===== config.mk =====
export PLATFORM = sky130hd
export DESIGN_NAME = sobel_post
export DESIGN_NICKNAME = d
export VERILOG_FILES = /design/src/rtl/sobel_pkg.sv /design/src/rtl/sobel_post_skid.sv /design/src/rtl/sobel_post.sv
export SDC_FILE = /design/constraint.sdc
export NUM_CORES = 1
export LEC_CHECK = 0
export BUFFER_PORTS_ARGS = -buffer_cell sky130_fd_sc_hd__buf_2
export CAP_MARGIN = 20
export CORE_ASPECT_RATIO = 1.75
export CORE_UTILIZATION = 43
export DETAILED_ROUTE_END_ITERATION = 8
export GPL_ROUTABILITY_DRIVEN = 1
export PLACE_DENSITY = 0.76
export SETUP_SLACK_MARGIN = 0.3
export SLEW_MARGIN = 20
export SYNTH_ARGS = -nofsm -noshare
export SYNTH_HDL_FRONTEND = slang
export SYNTH_HIERARCHICAL = 1
export SYNTH_SLANG_ARGS = --single-unit

===== constraint.sdc =====
create_clock -name aclk -period 1.7 [get_ports aclk]
set_input_delay 0.34 -clock aclk [delete_from_list [all_inputs] [get_ports aclk]]
set_output_delay 0.34 -clock aclk [all_outputs]
set_load 0.05 [all_outputs]

===== src/rtl/sobel_pkg.sv =====
// Shared definitions for the Sobel post-processing stage: pixel width,
// saturation limit, counter sizing and the per-beat payload layout.
package sobel_pkg;

  localparam int PIX_W = 8;
  localparam logic [PIX_W-1:0] PIX_MAX = 8'hFF;

  // Width of a counter that must reach n-1; never narrower than one bit.
  function automatic int cnt_w(input int n);
    if (n <= 2) begin
      return 1;
    end
    return $clog2(n);
  endfunction

  // One output beat: processed pixel plus end-of-line and start-of-frame flags.
  typedef struct packed {
    logic [PIX_W-1:0] pix;
    logic             last;
    logic             user;
  } beat_t;

endpackage


===== src/rtl/sobel_post_skid.sv =====
// Generic 2-entry ready/valid skid buffer. One output register plus one
// overflow slot; s_ready comes straight from a flop so downstream ready never
// reaches upstream combinationally.
module stream_skid2 #(
  parameter int W = 8
) (
  input  logic         aclk,
  input  logic         aresetn,
  input  logic         s_valid,
  output logic         s_ready,
  input  logic [W-1:0] s_data,
  output logic         m_valid,
  input  logic         m_ready,
  output logic [W-1:0] m_data
);

  logic         out_valid_reg, out_valid_next;
  logic [W-1:0] out_data_reg, out_data_next;
  logic         skid_valid_reg, skid_valid_next;
  logic [W-1:0] skid_data_reg, skid_data_next;
  logic         ready_reg, ready_next;
  logic         acc;
  logic         take;

  assign acc     = s_valid && ready_reg;
  assign take    = !out_valid_reg || m_ready;
  assign s_ready = ready_reg;
  assign m_valid = out_valid_reg;
  assign m_data  = out_data_reg;

  // Route each beat to the output slot when it can move, else park it in skid.
  always_comb begin
    out_valid_next  = out_valid_reg;
    out_data_next   = out_data_reg;
    skid_valid_next = skid_valid_reg;
    skid_data_next  = skid_data_reg;
    if (take) begin
      if (skid_valid_reg) begin
        // Upstream is stalled while skid is full, so acc cannot occur here.
        out_valid_next  = 1'b1;
        out_data_next   = skid_data_reg;
        skid_valid_next = 1'b0;
      end else if (acc) begin
        out_valid_next = 1'b1;
        out_data_next  = s_data;
      end else begin
        out_valid_next = 1'b0;
      end
    end else if (acc) begin
      skid_valid_next = 1'b1;
      skid_data_next  = s_data;
    end
    ready_next = !skid_valid_next;
  end

  // State registers; reset empties both slots and opens the input.
  always_ff @(posedge aclk or negedge aresetn) begin
    if (!aresetn) begin
      out_valid_reg  <= 1'b0;
      out_data_reg   <= '0;
      skid_valid_reg <= 1'b0;
      skid_data_reg  <= '0;
      ready_reg      <= 1'b1;
    end else begin
      out_valid_reg  <= out_valid_next;
      out_data_reg   <= out_data_next;
      skid_valid_reg <= skid_valid_next;
      skid_data_reg  <= skid_data_next;
      ready_reg      <= ready_next;
    end
  end

endmodule


===== src/rtl/sobel_post.sv =====
// Sobel post-processing stage: saturates the gradient magnitude to 8 bits,
// blanks the leading border rows/columns, tags line/frame boundaries and
// buffers through a 2-entry skid. Optional macro EDGE_BINARIZE_EN turns the
// interior output into a 0x00/0xFF edge map against the runtime threshold.
module sobel_post
  import sobel_pkg::*;
#(
  parameter int DATA_WIDTH = 32,
  parameter int IMG_WIDTH  = 32,
  parameter int IMG_HEIGHT = 32,
  parameter int BORDER     = 2
) (
  input  logic                  aclk,
  input  logic                  aresetn,
  input  logic                  s_valid,
  output logic                  s_ready,
  input  logic [DATA_WIDTH-1:0] s_data,
  output logic                  m_valid,
  input  logic                  m_ready,
  output logic [DATA_WIDTH-1:0] m_data,
  output logic                  m_last,
  output logic                  m_user,
  input  logic [7:0]            thresh,
  input  logic                  sof_clr,
  output logic                  frame_done
);

  localparam int XW = cnt_w(IMG_WIDTH);
  localparam int YW = cnt_w(IMG_HEIGHT);

  logic [XW-1:0]    x_reg, x_next, x_eff;
  logic [YW-1:0]    y_reg, y_next, y_eff;
  logic             frame_done_reg, frame_done_next;
  logic             acc;
  logic [PIX_W-1:0] sat;
  logic [PIX_W-1:0] pix_val;
  logic             border;
  beat_t            beat_in;
  beat_t            beat_out;

  assign acc = s_valid && s_ready;

`ifndef EDGE_BINARIZE_EN
  // Threshold only matters for the binarized build.
  logic thresh_unused;
  assign thresh_unused = ^thresh;
`endif

  // Pixel path: a frame restart makes the current beat position (0,0).
  always_comb begin
    x_eff  = sof_clr ? '0 : x_reg;
    y_eff  = sof_clr ? '0 : y_reg;
    sat    = (s_data > DATA_WIDTH'(PIX_MAX)) ? PIX_MAX : s_data[PIX_W-1:0];
    border = (x_eff < XW'(BORDER)) || (y_eff < YW'(BORDER));
`ifdef EDGE_BINARIZE_EN
    pix_val = (sat >= thresh) ? PIX_MAX : '0;
`else
    pix_val = sat;
`endif
    beat_in.pix  = border ? '0 : pix_val;
    beat_in.last = (x_eff == XW'(IMG_WIDTH - 1));
    beat_in.user = (x_eff == '0) && (y_eff == '0);
  end

  // Raster counters advance per accepted beat; sof_clr alone just rewinds.
  always_comb begin
    x_next          = x_reg;
    y_next          = y_reg;
    frame_done_next = 1'b0;
    if (acc) begin
      if (x_eff == XW'(IMG_WIDTH - 1)) begin
        x_next = '0;
        if (y_eff == YW'(IMG_HEIGHT - 1)) begin
          y_next          = '0;
          frame_done_next = 1'b1;
        end else begin
          y_next = y_eff + YW'(1);
        end
      end else begin
        x_next = x_eff + XW'(1);
        y_next = y_eff;
      end
    end else if (sof_clr) begin
      x_next = '0;
      y_next = '0;
    end
  end

  // Position counters and the end-of-frame pulse.
  always_ff @(posedge aclk or negedge aresetn) begin
    if (!aresetn) begin
      x_reg          <= '0;
      y_reg          <= '0;
      frame_done_reg <= 1'b0;
    end else begin
      x_reg          <= x_next;
      y_reg          <= y_next;
      frame_done_reg <= frame_done_next;
    end
  end

  stream_skid2 #(
    .W($bits(beat_t))
  ) u_skid (
    .aclk    (aclk),
    .aresetn (aresetn),
    .s_valid (s_valid),
    .s_ready (s_ready),
    .s_data  (beat_in),
    .m_valid (m_valid),
    .m_ready (m_ready),
    .m_data  (beat_out)
  );

  assign m_data[PIX_W-1:0] = beat_out.pix;
  assign m_last            = beat_out.last;
  assign m_user            = beat_out.user;
  assign frame_done        = frame_done_reg;

  // Upper data bits carry nothing.
  genvar gi;
  generate
    for (gi = PIX_W; gi < DATA_WIDTH; gi++) begin : g_zero_hi
      assign m_data[gi] = 1'b0;
    end
  endgenerate

endmodule

# After elaboration in Yosys (flattened, before gate mapping)
# Cells that the tools add are included.
[op_classes]
shift = 0
order_cmp = 3
addsub = 2
n_mux = 18
n_eq_ne = 2
mul = 0
bitwise_logic = 1
n_reduce_logical = 11
div_mod_pow = 0
[op_table]
columns = ["cell", "n"]
rows = [
  ["2-to-1 mux 5 bit", 7],
  ["greater-than comparator 32 x 8 -> 1 bit, second input constant", 1],
  ["2-to-1 mux 10 bit", 2],
  ["2-to-1 mux 8 bit", 2],
  ["adder 5 x 1 -> 5 bit, second input constant", 2],
  ["equality test 5 bit, second input constant", 2],
  ["logical NOT 5 bit", 2],
  ["< comparator 5 x 2 -> 1 bit, second input constant", 2],
  ["2-to-1 mux 1 bit", 7],
  ["AND reduction 2 bit", 2],
  ["logical AND 1 bit", 2],
  ["logical NOT 1 bit", 2],
  ["logical OR 1 bit", 2],
  ["nonzero test 2 bit", 1],
  ["NOT 1 bit", 1],
]
[totals]
rom_bits = 0
reg_bits = 34
latchBits = 0
word_cells = 45
mem_bits_rw = 0
out_inout_bits = 37
inputBits = 45
memories = 0

# Logic depth before layout (Yosys ltp)
[logic_depth]
word_depth = 6
depth_mapped = 9
ltp_nobuf = 9

# Modules after synthesis
# The synthesis kept the hierarchy.
[by_module_without_submodules]
columns = ["mod", "instances", "cells_per_inst", "area_each_um2", "seq_area_each_um2"]
rows = [
  ["stream_skid2", 1, 62, 1001.0, 576.8],
  ["sobel_post", 1, 119, 983.4, 275.3],
]

# Worst setup path before layout
# Ideal clock, no wire load.
[synth_timing]
kind = "input to register"
start = "in sof_clr"
end = "reg y_reg[3]"
arrival_time_ns = 1.914
setup_time_ns = 0.077
stages = 9
slack_ns = -0.291
path_cell_list = "inv_1 -> nand2_1 -> inv_1 -> ha_1 -> and3_1 -> ha_1 -> nand3_2 -> or4_1 -> a21oi_1"
[synth_lines]
columns = ["element", "line_no", "text"]
rows = [
  ["from (decl)", "sobel_post.sv:24", "input logic sof_clr,"],
  ["to (signal assigned)", "sobel_post.sv:97", "y_reg <= y_next;"],
  ["to (decl)", "sobel_post.sv:32", "logic [YW-1:0] y_reg, y_next, y_eff;"],
]

==> flow_metrics.env <==
export IMPL_avgSynthCellArea_um2=10.96
export IMPL_setup_violations=11
export IMPL_synth_top_area_cell="dfrtp_1"
export IMPL_grt_max_degree=18
export IMPL_portBuffers=49
export IMPL_setup_ws_ns=-0.1557
export IMPL_fin_crit_sh_pct=109.2
export IMPL_synth_main_ff_cell="dfrtp_1"
export IMPL_root_buffer="clkbuf_8"
export IMPL_clk_latency_ns=0.28
export IMPL_grt_pass1_vias=1656
export IMPL_grt_pass1_wl_mm=7.272
export IMPL_grt_ovfl_total=0
export IMPL_synth_commonest_cells="dfrtp_1, mux2_2, buf_4"
export IMPL_fmaxAchievable_ghz=0.5389
export IMPL_place_gp_congestion=0.7305
export IMPL_yosysWarnings=6
export IMPL_die_w_um=53.35
export IMPL_antenna_found_initial=0
export IMPL_start_util_pct=45.06
export IMPL_p_leak_nw=1.497
export IMPL_cts_tree="yes"
export IMPL_cap_violations=0
export IMPL_peakVddDrop_mv=0.4753
export IMPL_endpoint_kind="register"
export IMPL_num_fill_cells=320
export IMPL_die_area_um2=4901
export IMPL_core_area_um2=4404
export IMPL_drive_above_1_share_pct=64.13
export IMPL_drt_iter0_markers=47
export IMPL_routed_wl_mm=5.139
export IMPL_violations="setup timing"
export IMPL_grt_use_total_pct=20.96
export IMPL_clock_skew_ns=0.002924
export IMPL_yosys_top_cells_area="dfrtp_1, mux2_2, buf_4, ha_1, a21oi_1"
export IMPL_clock_sinks=34
export IMPL_first_pass_iters=4
export IMPL_worst_endpoint_arrival_ns=2.02
export IMPL_rsz0062_at_grt="true"
export IMPL_io_pin_count=82
export IMPL_antenna_cells=0
export IMPL_synth_enable_flop_cells=0
export IMPL_critPathKind="reg2reg"
export IMPL_die_y_um=91.87
export IMPL_clk_pin_slew_ns=0.07
export IMPL_ys_seq_area_share_pct=42.94
export IMPL_instances_no_fill=327
export IMPL_ys_seq_elements=34
export IMPL_required_ns=1.87
export IMPL_synth_top_cell_area_share_pct=41.61
export IMPL_ant_nets=0
export IMPL_final_util_pct=66.51
export IMPL_dp_hpwl_mm=3.399
export IMPL_dpl_cell_area_um2=2530
export IMPL_syn_area_um2=1984
export IMPL_hold_viol=0
export IMPL_drc=0
export IMPL_start_kind="register"
export IMPL_cts_buffers=5
export IMPL_cts_buffer_depth=2
export IMPL_synthDistinctLibCells=39
export IMPL_syn2layout_area_growth_pct=47.60
export IMPL_rows=32
export IMPL_dp_cells=305
export IMPL_nets=326
export IMPL_yosysMostFrequentCell="dfrtp_1"
export IMPL_vias_per_cell=5.223
export IMPL_cp_max_fo=8
export IMPL_powerDensity_nw_per_um2=695.6
export IMPL_fin_crit_ns=1.856
export IMPL_htreeDepth=2
export IMPL_vias=1708
export IMPL_design_area_um2=2929
export IMPL_status="finished, violations left"
export IMPL_hold_path_class="in2reg"
export IMPL_slew_viol_final=0
export IMPL_wl_per_cell_um=15.72
export IMPL_synth_async_reset_ratio_pct=100.0
export IMPL_netlist_instances=181
-- layout make-up --
class | instances | area (µm²) | share of cell area, %
Multi-Input combinational cell | 137 | 1270 | 43.36
Sequential cell | 34 | 857.1 | 29.26
Timing Repair Buffer | 91 | 606.8 | 20.72
Clock buffer | 7 | 86.33 | 2.947
Tap cell | 51 | 63.81 | 2.179
Inverter | 6 | 40.04 | 1.367
Clock inverter | 1 | 5.005 | 0.1709
-- cells by family after synthesis --
group | after synthesis | synth area share, %
AND/OR/NAND/NOR | 53 | 16.71
other | 1 | 0.1890
flip-flops | 34 | 42.94
AO/OA/AOI/OAI | 19 | 5.738
multiplexers | 32 | 18.35
adder cells (fa/ha/maj) | 6 | 3.783
XOR/XNOR | 2 | 0.8829
buffers and inverters | 34 | 11.41
-- where the power goes --
group | internal, W | switching, W
logic | 0.000199 | 0.000346
registers | 0.000851 | 0.0000339
clock network | 0.000326 | 0.000282
total | 0.00138 | 0.000662
-- cell usage in the layout, fill, tap and decap left out, types with 2 or more instances in the layout --
master,n
mux2_2,19
nor2b_1,4
ha_4,4
nor3_2,8
nand3_4,3
mux2_4,13
conb_1,24
a21oi_2,5
a21oi_1,4
clkbuf_8,6
buf_2,48
dfrtp_1,32
nor2_1,3
nand2b_1,3
or4_4,2
nand2_1,7
nand2_4,2
and3_4,4
buf_4,32
inv_1,2
ha_2,2
nor4_1,4
inv_4,2
buf_6,9
or3_4,2
o21ai_0,4
nor2b_4,2
-- final timing paths --
| path | startpoint | endpoint | slack, ns | cells past startpoint |
|---|---|---|---|---|
| max in group asynchronous | aresetn | u_skid/skid_data_reg[9]$_DFFE_PN0P_ | 0.70 | 3 |
| setup / recovery | y_reg[4]$_DFF_PN0_ | u_skid/m_data[4]$_DFFE_PN0P_ | -0.16 | 6 |
| hold / removal | m_ready | u_skid/m_valid$_DFFE_PN0P_ | 0.36 | 3 |
| min in group asynchronous | aresetn | u_skid/m_valid$_DFFE_PN0P_ | 0.51 | 2 |
| hold reg to reg | u_skid/m_data[5]$_DFFE_PN0P_ | u_skid/m_data[5]$_DFFE_PN0P_ | 0.50 | 1 |
| setup reg to reg | y_reg[4]$_DFF_PN0_ | u_skid/m_data[4]$_DFFE_PN0P_ | -0.16 | 6 |
-- what timing repair did --
item / in CTS / in global routing
setup buffers: 10 / 2
hold buffers: 1 / 0
hold endpoints to repair: 14 / 0
pin swaps: 7 / 2
endpoints found under the setup margin: 29 / 30
cloned: 0 / 1
gates resized for setup: 37 / 13
-- worst max-delay path, cell delays in order (launching register included) --
cell	delay (ns)
dfrtp_1	0.38
or3_4	0.40
o221ai_2	0.20
buf_6	0.18
a21oi_2	0.05
mux2_4	0.28
mux2_4	0.26
-- stage by stage --
stage / total power, W / setup TNS [ns] / setup slack, ns / hold slack (ns)
floorplan: 0.001254 / -1.298 / -0.1525 / 0.04441
global placement: 0.001345 / -3.539 / -0.2954 / 0.2703
detailed placement: 0.001357 / -4.320 / -0.3599 / 0.2818
CTS: 0.002018 / -1.130 / -0.1302 / 0.3450
global route: 0.002112 / -2.137 / -0.2323 / 0.3550
finish: 0.002037 / -1.384 / -0.1557 / 0.3587
-- routing by layer --
layer  vias up  global-route usage, %  routed length (µm)  share of wire [%]
met3        10                  2.819                 234                4.6
met4         0                  11.40                 142                2.8
met5         -                      0                   0                  0
li1        782                      -                   -                  -
met2        73                  41.67                3071                 60
met1       843                  17.79                1689                 33
(Power assumes the default switching activity.)
